`src/rtl/sram_arb_pkg.sv`:
```
// Shared types for the single-port SRAM arbiter: FSM states, grant owner and SRAM command word.
// Define SRAM_ARB_RR_EN at build time for round-robin ties; default is fixed priority (data first).
package sram_arb_pkg;

  localparam int ADDR_W = 32;
  localparam int DATA_W = 32;
  localparam int WEN_W  = DATA_W / 8;

  // WAIT_x: an access for requester x was issued on the previous cycle
  typedef enum logic [1:0] {
    IDLE   = 2'd0,
    WAIT_I = 2'd1,
    WAIT_D = 2'd2
  } arb_state_t;

  typedef enum logic {
    OWN_INST = 1'b0,
    OWN_DATA = 1'b1
  } owner_t;

  typedef struct packed {
    logic              en;
    logic [WEN_W-1:0]  wen;
    logic [ADDR_W-1:0] addr;
    logic [DATA_W-1:0] wdata;
  } mem_cmd_t;

endpackage

```
`src/rtl/sram_arb_pick.sv`:
```
// Grant decision: a lone eligible requester wins; a tie goes to whoever was not granted last.
// Purely combinational, zero latency; grants are one-hot or all-zero.
module sram_arb_pick
  import sram_arb_pkg::*;
(
  input  logic   i_inst_elig,
  input  logic   i_data_elig,
  input  owner_t i_last,
  output logic   o_gnt_inst,
  output logic   o_gnt_data
);

  always_comb begin
    o_gnt_inst = 1'b0;
    o_gnt_data = 1'b0;
    if (i_inst_elig && i_data_elig) begin
      if (i_last == OWN_DATA) begin
        o_gnt_inst = 1'b1;
      end else begin
        o_gnt_data = 1'b1;
      end
    end else begin
      o_gnt_inst = i_inst_elig;
      o_gnt_data = i_data_elig;
    end
  end

endmodule

```
`src/rtl/sram_port_arbiter.sv`:
```
// Shares one SRAM between fetch and load/store: access issued in the grant cycle, valid one cycle later.
// Losers stall via *_stall; SRAM_ARB_RR_EN selects round-robin ties, otherwise data wins ties.
module sram_port_arbiter
  import sram_arb_pkg::*;
(
  input  logic              clk,
  input  logic              resetn,
  input  logic              inst_req,
  input  logic [ADDR_W-1:0] inst_addr,
  output logic [DATA_W-1:0] inst_rdata,
  output logic              inst_valid,
  output logic              inst_stall,
  input  logic              data_req,
  input  logic [WEN_W-1:0]  data_wen,
  input  logic [ADDR_W-1:0] data_addr,
  input  logic [DATA_W-1:0] data_wdata,
  output logic [DATA_W-1:0] data_rdata,
  output logic              data_valid,
  output logic              data_stall,
  output logic              mem_en,
  output logic [WEN_W-1:0]  mem_wen,
  output logic [ADDR_W-1:0] mem_addr,
  output logic [DATA_W-1:0] mem_wdata,
  input  logic [DATA_W-1:0] mem_rdata
);

  arb_state_t        r_state;
  arb_state_t        w_state_nxt;
  logic [DATA_W-1:0] r_inst_rdata;
  logic [DATA_W-1:0] r_data_rdata;
  logic              w_inst_elig;
  logic              w_data_elig;
  logic              w_gnt_inst;
  logic              w_gnt_data;
  owner_t            w_last;
  mem_cmd_t          w_cmd;

  assign inst_valid = (r_state == WAIT_I);
  assign data_valid = (r_state == WAIT_D);
  assign inst_rdata = inst_valid ? mem_rdata : r_inst_rdata;
  assign data_rdata = data_valid ? mem_rdata : r_data_rdata;
  assign inst_stall = inst_req & ~inst_valid;
  assign data_stall = data_req & ~data_valid;

  // Gating with resetn keeps the SRAM idle while reset is held.
  assign w_inst_elig = resetn & inst_req & ~inst_valid;
  assign w_data_elig = resetn & data_req & ~data_valid;

  sram_arb_pick u_pick (
    .i_inst_elig (w_inst_elig),
    .i_data_elig (w_data_elig),
    .i_last      (w_last),
    .o_gnt_inst  (w_gnt_inst),
    .o_gnt_data  (w_gnt_data)
  );

`ifdef SRAM_ARB_RR_EN
  owner_t r_last;

  always_ff @(posedge clk or negedge resetn) begin
    if (!resetn) begin
      r_last <= OWN_INST;
    end else if (w_gnt_inst) begin
      r_last <= OWN_INST;
    end else if (w_gnt_data) begin
      r_last <= OWN_DATA;
    end
  end

  assign w_last = r_last;
`else
  // Pinning "last" to inst makes every tie resolve to data.
  assign w_last = OWN_INST;
`endif

  always_ff @(posedge clk or negedge resetn) begin
    if (!resetn) begin
      r_state <= IDLE;
    end else begin
      r_state <= w_state_nxt;
    end
  end

  always_comb begin
    w_state_nxt = IDLE;
    w_cmd       = '0;
    if (w_gnt_inst) begin
      w_state_nxt = WAIT_I;
      w_cmd.en    = 1'b1;
      w_cmd.addr  = inst_addr;
    end else if (w_gnt_data) begin
      w_state_nxt = WAIT_D;
      w_cmd.en    = 1'b1;
      w_cmd.wen   = data_wen;
      w_cmd.addr  = data_addr;
      w_cmd.wdata = data_wdata;
    end
  end

  assign mem_en    = w_cmd.en;
  assign mem_wen   = w_cmd.wen;
  assign mem_addr  = w_cmd.addr;
  assign mem_wdata = w_cmd.wdata;

  // Read data (or write ack data) is captured on the valid cycle and held until the next one.
  always_ff @(posedge clk or negedge resetn) begin
    if (!resetn) begin
      r_inst_rdata <= '0;
      r_data_rdata <= '0;
    end else begin
      if (inst_valid) begin
        r_inst_rdata <= mem_rdata;
      end
      if (data_valid) begin
        r_data_rdata <= mem_rdata;
      end
    end
  end

endmodule

```
`config.mk`:
```
export PLATFORM = sky130hd
export DESIGN_NAME = sram_port_arbiter
export DESIGN_NICKNAME = d
export VERILOG_FILES = /design/src/rtl/sram_arb_pkg.sv /design/src/rtl/sram_arb_pick.sv /design/src/rtl/sram_port_arbiter.sv
export SDC_FILE = /design/constraint.sdc
export NUM_CORES = 1
export LEC_CHECK = 0
export CAP_MARGIN = 5
export CORE_ASPECT_RATIO = 1.1
export CORE_MARGIN = 10
export CORE_UTILIZATION = 33
export CTS_BUF_LIST = sky130_fd_sc_hd__clkbuf_2
export CTS_CLUSTER_DIAMETER = 60
export DETAILED_ROUTE_END_ITERATION = 12
export PLACE_DENSITY = 0.84
export SYNTH_ARGS = -nofsm -noshare
export SYNTH_HDL_FRONTEND = slang
export SYNTH_SLANG_ARGS = --single-unit
export TNS_END_PERCENT = 20
```
`constraint.sdc`:
```
create_clock -name clk -period 1.8 [get_ports clk]
set_input_delay 0.36 -clock clk [delete_from_list [all_inputs] [get_ports clk]]
set_output_delay 0.36 -clock clk [all_outputs]
set_load 0.01 [all_outputs]
```
==> summary.md <==
| Metric | Value |
|---|---|
| Max_cap viols | `0` |
| Largest net degree at the start of global routing | `55` |
| RSZ-0062 raised after global routing | `true` |
| Tot Pwr | `5293 uW` |
| CTS buffer count | `9` |
| Post-synthesis register bit count | `66` |
| Core ar. | `9305 sq um` |
| Post-Synthesis Cells | `298` |
| Post-synth top cells | `96 x nand2_1, 66 x dfrtp_1, 40 x and2_1` |
| P_sw | `around 1700 uW` |
| Clock skew | `between 0.04 and 0.05 ns` |
| Worst stage delay on the critical path | `between 0.4 and 0.5 ns` |
| Number of fill cells | `around 660` |
| PwrDens | `approximately 770 nW/um^2` |
| DR vias/cell | `4.867` |
| EDFF count, synth | `0` |
| Io pins | `273` |
| Synth area leader | `dfrtp_1` |
| Total detailed-routing wirelength | `16440 um` |
| CTS Buffer Depth | `2` |
| Synth warn | `0` |
| H-tree Lvls | `3` |
| Sequential Power Share | `between 30 and 40%` |
| Min Tclk post-route | `2.238 ns` |
| Syn-to-layout area delta | `118.8%` |
| Register area share after synthesis | `52.67%` |
| DP HPWL | `11870 um` |
| Hold WC Path Type | `in -> async` |
| Critical Path AT | `1.88 ns` |
| Initial Utilization | `33.70%` |
| Chip width | `112.9 um` |
| Main synth FF type | `dfrtp_1` |
| Root Buffer | `clkbuf_2` |
| Leakage | `0.003354 uW` |
| Total die area | `around 14000 sq um` |
| Layout cell share with drive strength beyond 1 | `about 50%` |
| FP Rows | `37` |
| Height of the die | `~120 um` |
| CP endpoint kind | `output pin` |
| Clk slew on worst S/H paths | `0.20 ns` |
| Crit. path cell count | `6` |
| WP buf/inv | `4` |
| Clk pwr share | `around 16%` |
| Status | `finished with violations` |
| Clk Latency, worst-skew pair | `0.49 ns` |
| Slowest-stage cell, CP | `dfrtp_1` |
| Internal cell power | `3605 uW` |
| Slew HR | `a little over half` |
| CTS sink count | `66` |
| Area contributors post-synth | `dfrtp_1 53%, nand2_1 11%, a32o_1 10%` |
| All-layer global routing usage | `between 20% and 30%` |
| Crit-path cells | `nand2b_4 > buf_6 > inv_12 > buf_12 > mux2_4 > buf_2` |
| Post-Syn Nets | `434` |
| Grt ovf | `0` |
| Mapped cell area | `3136 sq um` |
| Top-area cell type share of the netlist area | `52.67%` |
| Power share of the combinational group | `48.0%` |
| Most common cell in the netlist | `nand2_1` |
| Buffers on Ports | `roughly 270` |
| Final ANT Viol Nets | `0` |
| F_max | `0.4469 GHz` |
| Switching share of power | `between 30% and 40%` |
| Crit-path max FO | `8` |
| R2R cell count | `6` |
| Final WS setup | `-0.4378 ns` |
| CP startpoint kind | `register` |
| Fin. Hold Viols | `0` |
| Initial antenna violation count | `1` |
| Post-synth cell types | `17` |
| DR pass1 iterations | `4` |
| Placer Congestion | `0.8631` |
| First-iteration detailed-routing DRC count | `228` |
| Max-slew violation count | `0` |
| Max IR drop VDD | `0.4156 mV` |
| CTS tree | `yes` |
| Fin crit share | `124.3%` |
| Final setup viols | `136` |
| Kind of critical path | `reg -> out` |
| DR WL/cell | `22.24 um` |
| Failing checks | `negative setup slack` |
| Mapped Avg Cell Area | `10.52 sq um` |
| Worst Max-Slew Pin Slew | `0.6800 ns` |
| Residual DRC | `0` |
| Ys async rst share | `100.0%` |
| First-pass GRT wire length | `24200 um` |
| Critical Path RT | `1.44 ns` |
| Number of global-route vias before repair | `about 4100` |
| Routed vias | `3597` |
| Fin nets | `752` |
| Final Core Density | `73.71%` |
| Largest delay share family, worst path | `buffers and inverters` |
==> state kept, by name, indices dropped and copies added (netlist names) <==
register and flops:
r_data_rdata 32, r_state 2, r_inst_rdata 32
==> final cells by class <==
type / count / area, sq um / area share [%]
Clock inverter: 7 / 68.82 / 1.003
Tap cell: 117 / 146.4 / 2.134
Multi-Input combinational cell: 205 / 1617 / 23.57
Clock buffer: 9 / 45.04 / 0.6567
Timing Repair Buffer: 332 / 3301 / 48.12
Sequential cell: 66 / 1652 / 24.08
Inverter: 2 / 27.53 / 0.4013
Antenna cell: 1 / 2.502 / 0.03648
==> cell usage in the layout, fill, tap and decap left out, drive strengths merged <==
cell type | netlist | final
a21o | 1 | 1
a32o | 32 | 32
and2 | 40 | 40
and3 | 1 | 1
buf | 14 | 195
bufbuf | 0 | 1
bufinv | 0 | 1
clkbuf | 11 | 10
clkdlybuf4s50 | 0 | 134
clkinv | 0 | 4
clkinvlp | 0 | 1
dfrtp | 66 | 66
diode | 0 | 1
dlygate4sd3 | 0 | 1
inv | 2 | 3
mux2 | 32 | 32
nand2 | 96 | 96
nand2b | 2 | 2
o21ai | 1 | 1
==> cells by family (layout without fill, tap and decap cells) <==
kind of cell | count (synthesis) | in the layout | synth area share, %
buffers and inverters | 27 | 350 | 4.549
and+or+nand+nor | 139 | 139 | 20.31
muxes | 32 | 32 | 11.49
DFF | 66 | 66 | 52.67
other | 0 | 1 | 0
AOI/OAI and AO/OA | 34 | 34 | 10.97
==> through the flow <==
step | hold slack [ns] | instances | setup TNS, ns | instance area, sq um | setup slack (ns)
finish | 0.06039 | 739 | -47.64 | 6859 | -0.4378
global route | 0.06863 | 739 | -67.10 | 6859 | -0.5746
CTS | 0.04981 | 738 | -57.42 | 6701 | -0.5371
detailed placement | 0.3731 | 693 | -59.75 | 6176 | -0.6771
global placement | 0.3623 | 693 | -55.99 | 6176 | -0.6484
floorplan | 0.06441 | 298 | 0 | 3136 | 0.1954
==> timing repair <==
item                                   4_1_cts  5_1_grt
endpoints found under the hold margin       12        0
hold buffers                                 1        0
cloned                                       9        1
pin swaps                                   39       12
setup endpoints to repair                  137      137
setup buffers                               19        6
resized for setup                          692       77
==> layer usage <==
metal,vias up,track usage [%],share of wire [%]
met5,-,0,0
met4,0,5.476,1.3
met3,15,8.297,9.1
met2,187,39.41,54
met1,1736,25.22,35
li1,1659,-,-
==> power by group through the flow <==
stage                     clock (uW)  combinational [uW]  sequential [uW]
final                            865                2540             1890
after global routing             966                2710             1920
after CTS                        897                2400             1870
after detailed placement           0                2170             1900
after global placement             0                2130             1880
after floorplan                    0                 740             1870
==> path summary, 6_finish.rpt <==
kind	startpoint	end	slack (ns)
setup / recovery	r_state[0]	data_rdata[27]	-0.44
hold / removal	resetn	r_data_rdata[23]	0.06
setup reg to reg	r_state[0]	r_data_rdata[26]	0.32
hold reg to reg	r_inst_rdata[15]	r_inst_rdata[15]	0.48
max in group asynchronous	resetn	r_inst_rdata[25]	1.20
min in group clk	mem_rdata[14]	r_inst_rdata[14]	0.43
Note: power is estimated with default switching activity, not from simulation.
